[src/rtl/button_conditioner_pkg.sv]
// Shared definitions for the button conditioner: I/O window addresses,
// default parameters and small helpers for parameter sanity checks and
// address decode.
package button_conditioner_pkg;

    // Memory-mapped I/O window used by the CPU-side register stage
    localparam logic [15:0] ADDR_LEDS    = 16'hFFF0;
    localparam logic [15:0] ADDR_BOTONES = 16'hFFE0;
    localparam logic [15:0] ADDR_EVENTOS = 16'hFFE1;
    localparam logic [15:0] ADDR_DECODE_MASK = 16'hFFF0;

    // Default configuration
    localparam int DEFAULT_WIDTH           = 16;
    localparam int DEFAULT_DEBOUNCE_CYCLES = 50000;
    localparam int DEFAULT_CNT_W           = 16;

    // The counter must be able to hold DEBOUNCE_CYCLES-1 without wrapping,
    // and a single-cycle debounce window makes no sense.
    function automatic bit debounce_cfg_ok(input int cycles, input int cnt_w);
        bit ok;
        ok = 1'b1;
        if (cycles < 2) begin
            ok = 1'b0;
        end
        if (cnt_w < 1 || cnt_w > 30) begin
            ok = 1'b0;
        end else if ((1 << cnt_w) <= cycles) begin
            ok = 1'b0;
        end
        return ok;
    endfunction

    // True when addr falls inside the button register window (0xFFEx)
    function automatic logic is_button_window(input logic [15:0] addr);
        return (addr & ADDR_DECODE_MASK) == (ADDR_BOTONES & ADDR_DECODE_MASK);
    endfunction

endpackage

[src/rtl/debounce_bit.sv]
// Single-bit debouncer. s_in must already be synchronised to clk.
// The stable level only follows s_in after s_in has disagreed with it for
// DEBOUNCE_CYCLES consecutive clock edges; any agreement restarts the count.
// rise/fall are combinational one-cycle pulses aligned with the edge on
// which the stable level changes, so the parent can register events on
// the same edge as the level.
module debounce_bit
    import button_conditioner_pkg::*;
#(
    parameter int DEBOUNCE_CYCLES = DEFAULT_DEBOUNCE_CYCLES,
    parameter int CNT_W           = DEFAULT_CNT_W
) (
    input  logic clk,
    input  logic reset,
    input  logic s_in,
    output logic stable,
    output logic rise,
    output logic fall
);

    localparam logic [CNT_W-1:0] LAST_CNT = CNT_W'(DEBOUNCE_CYCLES - 1);

    logic [CNT_W-1:0] r_cnt;
    logic [CNT_W-1:0] w_cnt_next;
    logic             r_stable;
    logic             w_stable_next;

    // Next count / next stable level: count disagreement, accept on the last one
    always_comb begin
        w_cnt_next    = r_cnt;
        w_stable_next = r_stable;
        if (s_in == r_stable) begin
            w_cnt_next = '0;
        end else if (r_cnt == LAST_CNT) begin
            w_stable_next = s_in;
            w_cnt_next    = '0;
        end else begin
            w_cnt_next = r_cnt + 1'b1;
        end
    end

    // State registers; reset discards any partial count
    always_ff @(posedge clk or negedge reset) begin
        if (!reset) begin
            r_cnt    <= '0;
            r_stable <= 1'b0;
        end else begin
            r_cnt    <= w_cnt_next;
            r_stable <= w_stable_next;
        end
    end

    assign stable = r_stable;
    assign rise   = w_stable_next & ~r_stable;
    assign fall   = ~w_stable_next & r_stable;

endmodule

[src/rtl/button_conditioner.sv]
// Button conditioner top level.
// Per bit: 2-FF synchroniser -> debounce_bit -> stable level (estado).
// Rising edges of the stable level set sticky press events (eventos) which
// the CPU clears by mask with a one-cycle clr_ev strobe; a set on the same
// edge as a clear wins so no press is ever lost. irq is the registered OR
// of the event registers and changes on the same edge as they do.
// Optional feature macro: BUTTON_RELEASE_EVENTS_EN adds eventos_rel, sticky
// release (1->0) events sharing the same clear strobe/mask and folded into irq.
module button_conditioner
    import button_conditioner_pkg::*;
#(
    parameter int WIDTH           = DEFAULT_WIDTH,
    parameter int DEBOUNCE_CYCLES = DEFAULT_DEBOUNCE_CYCLES,
    parameter int CNT_W           = DEFAULT_CNT_W
) (
    input  logic             clk,
    input  logic             reset,
    input  logic [WIDTH-1:0] botones,
    input  logic             clr_ev,
    input  logic [WIDTH-1:0] clr_mask,
    output logic [WIDTH-1:0] estado,
    output logic [WIDTH-1:0] eventos,
`ifdef BUTTON_RELEASE_EVENTS_EN
    output logic [WIDTH-1:0] eventos_rel,
`endif
    output logic             irq
);

    // Reject configurations where the debounce counter could wrap
    generate
        if (!debounce_cfg_ok(DEBOUNCE_CYCLES, CNT_W)) begin : g_bad_cfg
            $error("button_conditioner: DEBOUNCE_CYCLES must be >=2 and < 2**CNT_W");
        end
    endgenerate

    logic [WIDTH-1:0] r_sync1;
    logic [WIDTH-1:0] r_sync2;
    logic [WIDTH-1:0] w_stable;
    logic [WIDTH-1:0] w_rise;
    logic [WIDTH-1:0] w_clr;
    logic [WIDTH-1:0] r_eventos;
    logic [WIDTH-1:0] w_eventos_next;
    logic             r_irq;
    logic             w_irq_next;
`ifdef BUTTON_RELEASE_EVENTS_EN
    logic [WIDTH-1:0] w_fall;
    logic [WIDTH-1:0] r_eventos_rel;
    logic [WIDTH-1:0] w_eventos_rel_next;
`else
    logic [WIDTH-1:0] w_fall_unused;
`endif

    // Two-flop synchroniser; nothing downstream ever sees botones directly
    always_ff @(posedge clk or negedge reset) begin
        if (!reset) begin
            r_sync1 <= '0;
            r_sync2 <= '0;
        end else begin
            r_sync1 <= botones;
            r_sync2 <= r_sync1;
        end
    end

    // One independent debouncer per button
    genvar b;
    generate
        for (b = 0; b < WIDTH; b++) begin : g_bit
            debounce_bit #(
                .DEBOUNCE_CYCLES (DEBOUNCE_CYCLES),
                .CNT_W           (CNT_W)
            ) u_debounce (
                .clk    (clk),
                .reset  (reset),
                .s_in   (r_sync2[b]),
                .stable (w_stable[b]),
                .rise   (w_rise[b]),
`ifdef BUTTON_RELEASE_EVENTS_EN
                .fall   (w_fall[b])
`else
                .fall   (w_fall_unused[b])
`endif
            );
        end
    endgenerate

    assign w_clr = clr_mask & {WIDTH{clr_ev}};

    // Next event state: clear selected bits, then OR in new edges (set wins)
    always_comb begin
        w_eventos_next = (r_eventos & ~w_clr) | w_rise;
`ifdef BUTTON_RELEASE_EVENTS_EN
        w_eventos_rel_next = (r_eventos_rel & ~w_clr) | w_fall;
        w_irq_next         = (|w_eventos_next) | (|w_eventos_rel_next);
`else
        w_irq_next         = |w_eventos_next;
`endif
    end

    // Sticky event registers and interrupt, updated on the same edge
    always_ff @(posedge clk or negedge reset) begin
        if (!reset) begin
            r_eventos <= '0;
            r_irq     <= 1'b0;
        end else begin
            r_eventos <= w_eventos_next;
            r_irq     <= w_irq_next;
        end
    end

`ifdef BUTTON_RELEASE_EVENTS_EN
    // Sticky release-event register
    always_ff @(posedge clk or negedge reset) begin
        if (!reset) begin
            r_eventos_rel <= '0;
        end else begin
            r_eventos_rel <= w_eventos_rel_next;
        end
    end

    assign eventos_rel = r_eventos_rel;
`endif

    assign estado  = w_stable;
    assign eventos = r_eventos;
    assign irq     = r_irq;

endmodule
[config.mk]
export PLATFORM = sky130hd
export DESIGN_NAME = button_conditioner
export DESIGN_NICKNAME = d
export VERILOG_FILES = /design/src/rtl/button_conditioner_pkg.sv /design/src/rtl/debounce_bit.sv /design/src/rtl/button_conditioner.sv
export SDC_FILE = /design/constraint.sdc
export NUM_CORES = 1
export LEC_CHECK = 0
export BUFFER_PORTS_ARGS = -buffer_cell sky130_fd_sc_hd__buf_4
export CAP_MARGIN = 10
export CORE_MARGIN = 3
export CORE_UTILIZATION = 47
export DETAILED_ROUTE_END_ITERATION = 8
export GPL_ROUTABILITY_DRIVEN = 0
export PLACE_DENSITY = 0.75
export SLEW_MARGIN = 20
export SYNTH_ARGS = -nofsm -noshare
export SYNTH_HDL_FRONTEND = slang
export SYNTH_HIERARCHICAL = 1
export SYNTH_SLANG_ARGS = --single-unit
[constraint.sdc]
create_clock -name clk -period 2.8 [get_ports clk]
set_clock_uncertainty 0.15 [all_clocks]
set_input_delay 0.42 -clock clk [delete_from_list [all_inputs] [get_ports clk]]
set_output_delay 0.42 -clock clk [all_outputs]
set_load 0.05 [all_outputs]
Yosys cells after proc, flatten, opt, wreduce, memory -nomap -nowiden
Index checks and enable logic that the tools add are counted.
{ "word_totals": {"input_bits": 35, "elab_cells": 185, "regBits": 321, "output_inout_bits": 33} }
{ "classes": {"bitwise": 36, "eq_ne": 32, "mux": 64, "addsub": 16, "reduce_logical": 1} }
{ "ops": {"columns": ["operator", "n"], "rows": [
  ["$mux 16", 32],
  ["$add 16x1->16 const B", 16],
  ["$eq 16x16->1 const B", 16],
  ["$and 16x16->16", 2],
  ["$mux 1", 32],
  ["$and 1x1->1", 16],
  ["$eq 1x1->1", 16],
  ["$not 1->1", 16],
  ["$not 16->16", 1],
  ["$or 16x16->16", 1],
  ["$reduce_or 16->1", 1]
]} }

Depth between registers and ports, before layout
{ "logic_depth": {"ltp_word": 6, "depth_mapped": 7, "depth_no_buf": 7} }

Modules after synthesis
Netlist, hierarchy kept.
{ "by_module_without_submodules": {"columns": ["module", "area_per_inst_um2", "instances", "cells_each", "seq_area_each_um2"], "rows": [
  ["debounce_bit", 944.7, 16, 83, 425.4],
  ["button_conditioner", 1462.7, 1, 88, 1226.2]
]} }

Least setup slack after synthesis
OpenSTA, ideal clock, no wires.
{ "synth_path": {"kind": "register to register", "start": "reg g_bit[6].u_debounce.r_cnt[0]", "end": "reg r_irq, in the netlist irq", "synth_period_minus_slack_ns": 2.502, "path_stages_with_launch": 8, "t_required_ns": 2.511, "setup_ns": 0.139, "n_path_buf": 0, "slack_ns": 0.298, "arrival_ns": 2.213, "path_cell_list": "dfrtp_1 -> ha_1 -> and3_1 -> nand4_2 -> nor3b_1 -> a21o_1 -> or4_1 -> or4_1"} }
{ "synth_between": {"elab_chain_len": 6} }
{ "synth_lines": {"columns": ["item", "line_no", "text"], "rows": [
  ["start, declared", "debounce_bit.sv:23", "logic [CNT_W-1:0] r_cnt;"],
  ["start signal, assigned", "debounce_bit.sv:48", "r_cnt <= w_cnt_next;"],
  ["$eq 16x16->1", "debounce_bit.sv:34", "end else if (r_cnt == LAST_CNT) begin"],
  ["$mux 1", "debounce_bit.sv:34", null],
  ["$mux 1", "debounce_bit.sv:32", "if (s_in == r_stable) begin"],
  ["$and 1x1->1", "debounce_bit.sv:54", "assign rise = w_stable_next & ~r_stable;"],
  ["net w_rise[6]", "button_conditioner.sv:39", "logic [WIDTH-1:0] w_rise;"],
  ["$or 16x16->16", "button_conditioner.sv:90", "w_eventos_next = (r_eventos & ~w_clr) | w_rise;"],
  ["net w_eventos_next[6]", "button_conditioner.sv:42", "logic [WIDTH-1:0] w_eventos_next;"],
  ["$reduce_or 16->1", "button_conditioner.sv:95", "w_irq_next = |w_eventos_next;"],
  ["net w_irq_next", "button_conditioner.sv:44", "logic w_irq_next;"],
  ["end signal, assigned", "button_conditioner.sv:106", "r_irq <= w_irq_next;"],
  ["end, declared", "button_conditioner.sv:43", "logic r_irq;"]
]} }
The timed path passes the listed nets, and every way through them passes these cells.

Worst setup path after layout
{ "layout_path": {"start": "reg g_bit[11].u_debounce.r_cnt[0]", "end": "reg r_irq, in the netlist irq"} }
{ "layout_between": {"elab_chain_len": 6} }
{ "layout_lines": {"columns": ["item", "line_no"], "rows": [
  ["start, declared", "debounce_bit.sv:23"],
  ["start signal, assigned", "debounce_bit.sv:48"],
  ["$eq 16x16->1", "debounce_bit.sv:34"],
  ["$mux 1", "debounce_bit.sv:34"],
  ["$mux 1", "debounce_bit.sv:32"],
  ["$and 1x1->1", "debounce_bit.sv:54"],
  ["net w_rise[11]", "button_conditioner.sv:39"],
  ["$or 16x16->16", "button_conditioner.sv:90"],
  ["net w_eventos_next[11]", "button_conditioner.sv:42"],
  ["$reduce_or 16->1", "button_conditioner.sv:95"],
  ["net w_irq_next", "button_conditioner.sv:44"]
]} }
The timed path passes the listed nets, and every way through them passes these cells.

==> summary.md <==
The H-tree level count came out at 2. Dividing the detail-routed wire length by the instance count gives 15.2 um. The run gives 62.2% as the relative max-transition margin.

For this run the aggregate overflow at the end of global routing stands at 0. The number of antenna violations at the first check in global routing was 1. The critical path is of the register to register type.

Detailed placement ended at an HPWL of 20900 um. The final critical path takes up 91.6% of the cycle. The tools report the setup total negative slack as 0 ns. The tool flagged a number of max-cap violations equal to 0.

Once detail routing completed, the nets flagged for antenna violations numbered 0. Layout cell share with drive strength beyond 1: 32.7%. The path class of the tightest hold or removal check is input pin to register.

After detailed routing, the number of vias per cell comes to 5.20. The first global-routing pass estimated 51900 um of wire. A synthesized cell averages 11.8 um2.

For this run, global-route usage on met3 was measured as 3.13%. Final hold analysis gives a worst-case slack of 0.0667 ns. The path with the worst hold slack has its endpoint at eventos[8]$_DFF_PN0_. Top fanout value on the critical path: 4.

The shortest period the worst path allows is 2.57 ns. The number of pins with negative max-slew slack in the final report was 0; the number of DRC markers in iteration 0 was 559. The run gives 3 as the maximum count of clock buffers along a single path.

The number of hold violations in the final report came out at 0. The worst setup path is captured at a register. The clock transition at the register clock pins on the worst setup and hold paths after CTS came out at 0.06 ns. The die covers 37300 um2. Synthesis produced a netlist whose cell count is 1400. Row generation in the floorplan step produced 67 rows. TritonCTS built the clock tree. The completed layout was analyzed and its total power is 9820 uW. The run finished with clean final reports. For the worst flop-to-flop path, the logic depth is 7.

The peak-usage layer in the global routing report is met2. The via count of the first global-routing pass is 10400. Setup repair after global routing left no endpoint under its margin. The Yosys step of the flow raised 6 warnings. 0 antenna diodes ended up in the layout. For the pin with the worst max-slew slack, the measured transition is 0.568 ns. The depth of the worst hold-timing path was 3. The tools report the effective utilization at floorplan as 48.4%. The routed layout has 10300 vias. Port buffering added 67 buffers. The number of remaining DRC errors was 0. After filler insertion, the fill cell instance count of the layout stands at 2880. The logs give 34000 um2 for the placeable core region and 0 for the post-cts resize count.

The source of the worst hold timing path is clr_mask[8]. In this run the critical register-to-register path is launched from g_bit[11].u_debounce/r_cnt[0]$_DFF_PN0_. The reg2reg setup slack is 0.23 ns, and the required time of the worst setup path is 3.04 ns.

The met2 layer usage reported by global route is 27.8%. Global routing used 16.8% of the available tracks. Static timing analysis puts the maximum clock frequency at 390 MHz.

The final layout contains routed wiring with a total length of 30300 um. After the last flow step, the layout net total stands at 1570. The count of TritonRoute iterations in the first routing pass is 6, and the final setup violation count is 0. The cell sitting at the root of the clock tree is a sky130_fd_sc_hd__clkbuf_16.

The area added between synthesis and finish is 13.5%, and the number of sinks driven by the clock tree is 321. From bottom edge to top edge, the die measures 193 um. Once layout is complete, the utilization of the core stands at 54.9%. Entering global routing, the biggest net connects 74 pins. The tools report the capturing point of the worst reg2reg path as irq$_DFF_PN0_. The power per standard cell area works out to 526 nW/um2. The tools report the netlist area before placement as 16500 um2. STA classifies the critical path startpoint as a register. Counting every net in the synthesized netlist gives 1451. The clock insertion delay at the later pin of the skew report is 0.51 ns. For this design the top-level I/O count stands at 68. The arrival time at the worst endpoint is 2.80 ns. The maximum VDD drop came out at 481 uV.

The die boundary width works out to 193 um. The TritonCTS buffer count was 35; the fraction of met1 tracks used by global routing was 22.9%. In this run the static leakage power is 0.00765 uW.
sequential cells by signal (all words and copies together) (netlist names):
name,count
irq,1
g_bit.u_debounce/r_cnt,256
g_bit.u_debounce/stable,16
eventos,16
r_sync1,16
r_sync2,16
critical path, cell delays in order, from the launching register on:
cell and delay [ns]:
sky130_fd_sc_hd__dfrtp_1 0.43, sky130_fd_sc_hd__ha_1 0.26, sky130_fd_sc_hd__and3_1 0.23, sky130_fd_sc_hd__nand4_2 0.15
sky130_fd_sc_hd__nor3b_1 0.08, sky130_fd_sc_hd__a21o_1 0.17, sky130_fd_sc_hd__or4_1 0.56, sky130_fd_sc_hd__or4_1 0.42
worst max-delay path by stage:
stage                                                  from             to  slack (ns)  depth (start not counted)
floorplan            g_bit[6].u_debounce/r_cnt[0]$_DFF_PN0_  irq$_DFF_PN0_        0.31                          7
global placement     g_bit[6].u_debounce/r_cnt[0]$_DFF_PN0_  irq$_DFF_PN0_        0.25                          7
detailed placement  g_bit[14].u_debounce/r_cnt[0]$_DFF_PN0_  irq$_DFF_PN0_        0.25                          7
CTS                  g_bit[0].u_debounce/r_cnt[0]$_DFF_PN0_  irq$_DFF_PN0_        0.24                          7
global route         g_bit[6].u_debounce/r_cnt[0]$_DFF_PN0_  irq$_DFF_PN0_        0.12                          7
finish              g_bit[11].u_debounce/r_cnt[0]$_DFF_PN0_  irq$_DFF_PN0_        0.23                          7
placed cells by master, fill, tap and decap left out, types with 6 or more instances in the layout:
cell type	instances
sky130_fd_sc_hd__inv_1	48
sky130_fd_sc_hd__nand2_4	16
sky130_fd_sc_hd__nand4_2	32
sky130_fd_sc_hd__dfrtp_1	321
sky130_fd_sc_hd__nor2_1	96
sky130_fd_sc_hd__nand4_1	32
sky130_fd_sc_hd__nor4_2	64
sky130_fd_sc_hd__nor3b_1	16
sky130_fd_sc_hd__xnor2_1	192
sky130_fd_sc_hd__nand3_1	80
sky130_fd_sc_hd__clkinv_2	7
sky130_fd_sc_hd__nand2_1	48
sky130_fd_sc_hd__mux2_4	16
sky130_fd_sc_hd__ha_1	16
sky130_fd_sc_hd__and3_1	16
sky130_fd_sc_hd__and4b_1	16
sky130_fd_sc_hd__nor4b_2	32
sky130_fd_sc_hd__and3_2	16
sky130_fd_sc_hd__buf_4	78
sky130_fd_sc_hd__xor2_1	48
sky130_fd_sc_hd__clkbuf_1	6
sky130_fd_sc_hd__nand3_4	16
sky130_fd_sc_hd__nor3_1	64
sky130_fd_sc_hd__nor2_2	176
sky130_fd_sc_hd__a21o_1	16
sky130_fd_sc_hd__dlygate4sd3_1	17
sky130_fd_sc_hd__clkbuf_16	35
routing by layer:
| metal | wire length (um) | vias to the layer above |
|---|---|---|
| met1 | 13900 | 5109 |
| met3 | 1170 | 49 |
| met4 | 722 | 0 |
| met2 | 14500 | 122 |
| met5 | 0 | - |
| li1 | - | 5055 |
layout make-up:
type | count | area (um2) | share of cell area [%]
flip-flops and latches | 321 | 8030 | 43.0
multi-input cells | 1013 | 7910 | 42.3
clock buffers | 45 | 953 | 5.10
repair buffers | 100 | 851 | 4.55
well taps | 448 | 561 | 3.00
clock inverters | 14 | 203 | 1.08
inverters | 48 | 180 | 0.964
metrics by stage:
stage          area, um2  worst slack, ns  std cells
2_1_floorplan      16500            0.310       1400
3_3_place_gp       17400            0.254       1913
3_5_place_dp       17400            0.248       1913
4_1_cts            18700            0.240       1989
5_1_grt            18700            0.123       1989
6_report           18700            0.235       1989
power by group:
| group | switching [uW] | internal [uW] | leakage [uW] | total, uW |
|---|---|---|---|---|
| registers | 77.9 | 4720 | 0.00437 | 4800 |
| clock network | 1780 | 2860 | 0.000574 | 4640 |
| logic | 240 | 141 | 0.00271 | 381 |
| total | 2100 | 7720 | 0.00765 | 9820 |
timing repair:
| item | in CTS | in global routing |
|---|---|---|
| hold endpoints to repair | 77 | 0 |
| buffers inserted | 0 | 0 |
| hold buffers | 17 | 0 |
(Power assumes the default switching activity.)
